$ cat src/rtl/pipeline_ctrl.sv
// Stall/flush sequencer for the 5-stage pipeline: resolves load-use, taken-branch
// and multi-cycle data-memory hazards, and tracks stall cycles and memory timeouts.
module pipeline_ctrl #(
  parameter int CNT_W      = 16,
  parameter int WAIT_LIMIT = 255
) (
  input  logic             clk,
  input  logic             rst,
  input  logic [4:0]       id_Rn,
  input  logic [4:0]       id_Rm,
  input  logic             id_uses_Rn,
  input  logic             id_uses_Rm,
  input  logic             ex_mem_read,
  input  logic [4:0]       ex_Rd,
  input  logic             ex_branch_taken,
  input  logic             mem_access,
  input  logic             dmem_ready,
  output logic             dmem_req,
  output logic             pc_en,
  output logic             if_id_en,
  output logic             id_ex_en,
  output logic             ex_mem_en,
  output logic             if_id_flush,
  output logic             id_ex_bubble,
  output logic             mem_wb_bubble,
  output logic [CNT_W-1:0] stall_cycles,
  output logic             mem_timeout
);

  localparam int WC_W = (WAIT_LIMIT < 2) ? 1 : $clog2(WAIT_LIMIT + 1);
  localparam logic [WC_W-1:0]  WC_MAX  = WC_W'(WAIT_LIMIT);
  localparam logic [CNT_W-1:0] CNT_MAX = {CNT_W{1'b1}};

  typedef enum logic [0:0] {ST_RUN = 1'b0, ST_WAIT = 1'b1} state_t;

  state_t            state_r;
  state_t            state_nxt_s;
  logic [WC_W-1:0]   wait_cnt_r;
  logic [CNT_W-1:0]  stall_cycles_r;
  logic              mem_timeout_r;
  logic              mem_stall_s;
  logic              req_s;
  logic              load_use_s;
  logic              wait_miss_s;

  // Register 31 is XZR, so a load targeting it never creates a dependency.
  assign load_use_s = ex_mem_read & (ex_Rd != 5'd31) &
                      ((id_uses_Rn & (id_Rn == ex_Rd)) | (id_uses_Rm & (id_Rm == ex_Rd)));
  assign wait_miss_s  = (state_r == ST_WAIT) & ~dmem_ready;
  assign stall_cycles = stall_cycles_r;
  assign mem_timeout  = mem_timeout_r;

  // Next-state logic and memory-stall detection
  always_comb begin
    state_nxt_s = state_r;
    mem_stall_s = 1'b0;
    req_s       = 1'b0;
    case (state_r)
      ST_RUN: begin
        if (mem_access) begin
          mem_stall_s = 1'b1;
          req_s       = 1'b1;
          state_nxt_s = ST_WAIT;
        end else begin
          mem_stall_s = 1'b0;
        end
      end
      ST_WAIT: begin
        if (dmem_ready) begin
          state_nxt_s = ST_RUN;
        end else begin
          mem_stall_s = 1'b1;
        end
      end
      default: state_nxt_s = ST_RUN;
    endcase
  end

  // Pipeline control outputs, priority memory stall > branch flush > load-use
  always_comb begin
    dmem_req      = 1'b0;
    pc_en         = 1'b0;
    if_id_en      = 1'b0;
    id_ex_en      = 1'b0;
    ex_mem_en     = 1'b0;
    if_id_flush   = 1'b0;
    id_ex_bubble  = 1'b0;
    mem_wb_bubble = 1'b0;
    if (!rst) begin
      dmem_req = 1'b0;
    end else if (mem_stall_s) begin
      dmem_req      = req_s;
      mem_wb_bubble = 1'b1;
    end else if (ex_branch_taken) begin
      pc_en        = 1'b1;
      if_id_en     = 1'b1;
      id_ex_en     = 1'b1;
      ex_mem_en    = 1'b1;
      if_id_flush  = 1'b1;
      id_ex_bubble = 1'b1;
    end else if (load_use_s) begin
      id_ex_en     = 1'b1;
      ex_mem_en    = 1'b1;
      id_ex_bubble = 1'b1;
    end else begin
      pc_en     = 1'b1;
      if_id_en  = 1'b1;
      id_ex_en  = 1'b1;
      ex_mem_en = 1'b1;
    end
  end

  // FSM state register
  always_ff @(posedge clk or negedge rst) begin
    if (!rst) begin
      state_r <= ST_RUN;
    end else begin
      state_r <= state_nxt_s;
    end
  end

  // WAIT-cycle counter, cleared on the request cycle and saturating at the limit
  always_ff @(posedge clk or negedge rst) begin
    if (!rst) begin
      wait_cnt_r <= '0;
    end else if ((state_r == ST_RUN) && mem_access) begin
      wait_cnt_r <= '0;
    end else if (wait_miss_s && (wait_cnt_r != WC_MAX)) begin
      wait_cnt_r <= wait_cnt_r + WC_W'(1);
    end else begin
      wait_cnt_r <= wait_cnt_r;
    end
  end

  // Sticky timeout, set on the edge where the WAIT counter reaches the limit
  always_ff @(posedge clk or negedge rst) begin
    if (!rst) begin
      mem_timeout_r <= 1'b0;
    end else if (wait_miss_s && (wait_cnt_r == (WC_MAX - WC_W'(1)))) begin
      mem_timeout_r <= 1'b1;
    end else begin
      mem_timeout_r <= mem_timeout_r;
    end
  end

  // Saturating count of cycles in which the PC is held
  always_ff @(posedge clk or negedge rst) begin
    if (!rst) begin
      stall_cycles_r <= '0;
    end else if (!pc_en && (stall_cycles_r != CNT_MAX)) begin
      stall_cycles_r <= stall_cycles_r + CNT_W'(1);
    end else begin
      stall_cycles_r <= stall_cycles_r;
    end
  end

endmodule

$ cat config.mk
export PLATFORM = sky130hd
export DESIGN_NAME = pipeline_ctrl
export DESIGN_NICKNAME = d
export VERILOG_FILES = /design/src/rtl/pipeline_ctrl.sv
export SDC_FILE = /design/constraint.sdc
export NUM_CORES = 1
export LEC_CHECK = 0
export CAP_MARGIN = 5
export CORE_MARGIN = 2
export CORE_UTILIZATION = 41
export DETAILED_ROUTE_END_ITERATION = 7
export HOLD_SLACK_MARGIN = 0.08
export PLACE_DENSITY = 0.74
export SYNTH_ARGS = -nofsm -noshare
export SYNTH_HDL_FRONTEND = slang
export SYNTH_SLANG_ARGS = --single-unit
$ cat constraint.sdc
create_clock -name clk -period 1.9 [get_ports clk]
set_input_delay 0.285 -clock clk [delete_from_list [all_inputs] [get_ports clk]]
set_output_delay 0.285 -clock clk [all_outputs]
set_load 0.05 [all_outputs]
==> impl_metrics.csv <==
group,metric,value,unit
power,switching_share,43.0,%
detailed_routing,route.final.wire_length,3.97,mm
cts,cts_htree_levels,1,
power,pwr-share-seq,37.4,%
layout,layout.cells.most_common,"buf_4",
synth,avgSynthCellArea,10.1,um^2
sta,finClkSkew,4.51,ps
detailed_routing,drt_iter0_markers,58,
cts,cts-buffers-inserted,3,
setup_path,critPathRequiredTime,1620,ps
layout,num-nets-final,242,
setup_path,slowest_stage,"clkdlybuf4s50_1",
setup_path,worstSetupPathType,"in -> out",
placed_design,detailed_place_hpwl,2.90,mm
power,vdd.ir_drop.worst,1050,uV
detailed_routing,detailedRoute.firstPassIterationCount,4,
sta,min_period,1880,ps
cts,tritoncts_clock_tree,"yes",
power,leakage,1.12,nW
synth,syn_area,1440,um^2
cts,cts-root-buf,"clkbuf_4",
setup_path,worst-path-max-fanout,2,
detailed_routing,post_drt_wl_per_cell,15.2,um
floorplan,die_height,63.3,um
cts,clock_pin_slew_of_the_registers_on_the_worst_case_setup_and_hold_paths,150,ps
floorplan,row_count,21,
sta,slew_headroom,66.3,%
layout,area_of_the_multi_input_gates,842,um^2
layout,drive_above_1_share,36.7,%
global_route,grt_pass1_wl,6.47,mm
floorplan,placeableCoreArea,3360,um^2
power,internal-power,1.27,mW
global_route,grt.total_usage,20.5,%
global_route,antenna_found_initial,0,
setup_path,critical_path_arrival,1600,ps
power,power.combinational.fraction,49.6,%
synth,count_of_mapped_cells_out_of_synthesis,142,
sta,finalSetupViolCount,0,
cts,cts_max_path_buffers,2,
sta,final_total_negative_setup_slack,0,ps
detailed_routing,ant_nets,0,
layout,syn_to_final_growth,61.1,%
layout,final-instance-count-excl-fill,261,
layout,mostFrequentLayoutCells,"buf_4 (29), dfrtp_1 (20), xor2_1 (14), xnor2_1 (14), nand4_1 (13)",
setup_path,cp-start-kind,"input pin",
placed_design,place_congestion,0.869,
layout,filler_cell_count_in_the_final_layout,280,
sta,timing.final.max_slew_violations,0,
detailed_routing,drc,0,
placed_design,placed_cells_incl_taps,251,
floorplan,start_util,42.8,%
power,power.clock.fraction,13.0,%
sta,tightest_slew,504,ps
sta,final.period_utilization,99.1,%
setup_path,cpPeakStageDelay,410,ps
setup_path,cp_cell_sequence,"clkdlybuf4s50_1 -> and2_4 -> a32oi_2 -> buf_4 -> nor2_1 -> o21a_1 -> buf_12",
power,p_switching,957,uW
detailed_routing,detailroute.via_count,1341,
synth,ys_seq_elements,26,
setup_path,critical_path.top_delay_family,"buffers and inverters",
hold_path,worst_hold_path_type,"in -> async",
layout,num_antenna_cells,0,
floorplan,dieArea,4000,um^2
global_route,first_global_vias,1353,
setup_path,worst-path-buf-inv,3,
run,cap_viol_max_count,0,
synth,yosys_warnings,0,
setup_path,endpoint_kind,"output pin",
synth,synth_seq_area_share,45.2,%
floorplan,die_w,63.3,um
sta,unrepaired_setup_endpoints_after_global_routing,"true",
sta,holdWs,486,ps
detailed_routing,viasPerCell,5.14,
cts,worstSkewPairLatency,320,ps
sta,hold_viol_final,0,
cts,cts_sink_count,26,
layout,sequential_cell_area,658,um^2
sta,clock.fmax,531,MHz
placed_design,portBuffers,47,
floorplan,ios,48,
power,pwr_density_cell,959,nW/um^2
global_route,overflow,0,
global_route,pin_count_of_the_biggest_net_entering_global_routing,27,
status,outcome,"finished clean",
synth,syn_nets,168,
power,total_power,2.22,mW
synth,synth_cell_type_count,30,
-- cell usage after synthesis --
| master | count | area (um^2) |
|---|---|---|
| and2_2 | 2 | 15.0 |
| nand2_1 | 11 | 41.3 |
| xor2_1 | 15 | 131 |
| buf_4 | 2 | 15.0 |
| o21a_1 | 1 | 7.51 |
| o31a_2 | 1 | 10.0 |
| a31o_2 | 1 | 8.76 |
| or3_1 | 1 | 6.26 |
| xnor2_1 | 14 | 123 |
| and2_1 | 2 | 12.5 |
| nor4_1 | 3 | 18.8 |
| nor2b_1 | 3 | 18.8 |
| mux2i_1 | 1 | 10.0 |
| dfrtp_1 | 26 | 651 |
| a32oi_1 | 1 | 8.76 |
| ha_1 | 3 | 37.5 |
| a31oi_1 | 1 | 6.26 |
| and4_1 | 2 | 17.5 |
| buf_2 | 2 | 10.0 |
| nand4_1 | 13 | 81.3 |
| mux2_2 | 4 | 45.0 |
| nand3_1 | 7 | 35.0 |
| and3_1 | 6 | 37.5 |
| o21ai_0 | 1 | 5.00 |
| nor4_2 | 1 | 12.5 |
| nand2b_1 | 1 | 6.26 |
| nor3_1 | 2 | 10.0 |
| inv_1 | 3 | 11.3 |
| nor2_1 | 11 | 41.3 |
| o22ai_1 | 1 | 6.26 |
-- flip-flops by register name (all words and copies together) (netlist names) --
register and cells:
mem_timeout 1, stall_cycles 16, wait_cnt_r 8, state_r 1
-- what timing repair did --
| action | in CTS | in global routing |
|---|---|---|
| buffers inserted | 3 | 4 |
| hold buffers | 0 | 0 |
| resized for setup | 53 | 20 |
| endpoints found under the setup margin | 18 | 14 |
| pin swaps | 15 | 10 |
-- cell type report --
class                      instances  share of cell area (%)
sequential                        26                    28.4
multi-input combinational        109                    36.3
tap                               46                    2.48
inverter                           3                   0.485
timing repair buffer              73                    30.8
clock buffer                       4                    1.56
-- path summary, 6_finish.rpt --
check,from,to,slack (ps),depth (start not counted)
setup / recovery,id_uses_Rm,id_ex_bubble,20,7
hold / removal,rst,wait_cnt_r[3],490,3
setup reg to reg,stall_cycles[1],stall_cycles[1],60,7
hold reg to reg,mem_timeout,mem_timeout,490,1
max in group asynchronous,rst,stall_cycles[0],1140,3
min in group clk,mem_timeout,mem_timeout,490,1
-- power groups by stage --
stage	Combinational, mW	Clock [mW]	Sequential [mW]
after floorplan	0.356	0	1.10
after detailed placement	1.07	0	0.840
after CTS	1.07	0.300	0.829
final	1.10	0.290	0.832
after global routing	1.18	0.320	0.853
after global placement	1.05	0	0.823
-- tightest hold or removal path: cells and delay by family --
| kind | cells | cell delay [ps] |
|---|---|---|
| buffers and inverters | 3 | 950 |
-- stage by stage --
| step | util [%] | setup WS (ps) | area (um^2) |
|---|---|---|---|
| 5_1_grt | 69.0 | -24.8 | 2320 |
| 2_1_floorplan | - | -121 | 1490 |
| 4_1_cts | 67.0 | 0.879 | 2250 |
| 3_5_place_dp | 65.8 | -559 | 2210 |
| 6_report | 69.0 | 16.5 | 2320 |
| 3_3_place_gp | 65.8 | -499 | 2210 |
-- metal layers --
metal  up-vias  part of all wire [%]  track usage [%]
li1        641                     -                -
met1       662                    42             26.7
met2        36                    54             36.0
met3         2                   3.9             2.68
met4         0                  0.33             4.89
met5         -                     0                0
-- cell families (layout without fill, tap and decap cells) --
group | Yosys count | after routing | share of synthesized area (%)
simple gates | 65 | 65 | 24.6
buf+inv | 7 | 80 | 2.52
xor+xnor | 29 | 29 | 17.6
mux | 5 | 5 | 3.82
compound gates | 7 | 7 | 3.65
fa+ha+maj | 3 | 3 | 2.61
flops | 26 | 26 | 45.2
No activity file was read; power rests on OpenSTA's default activity.
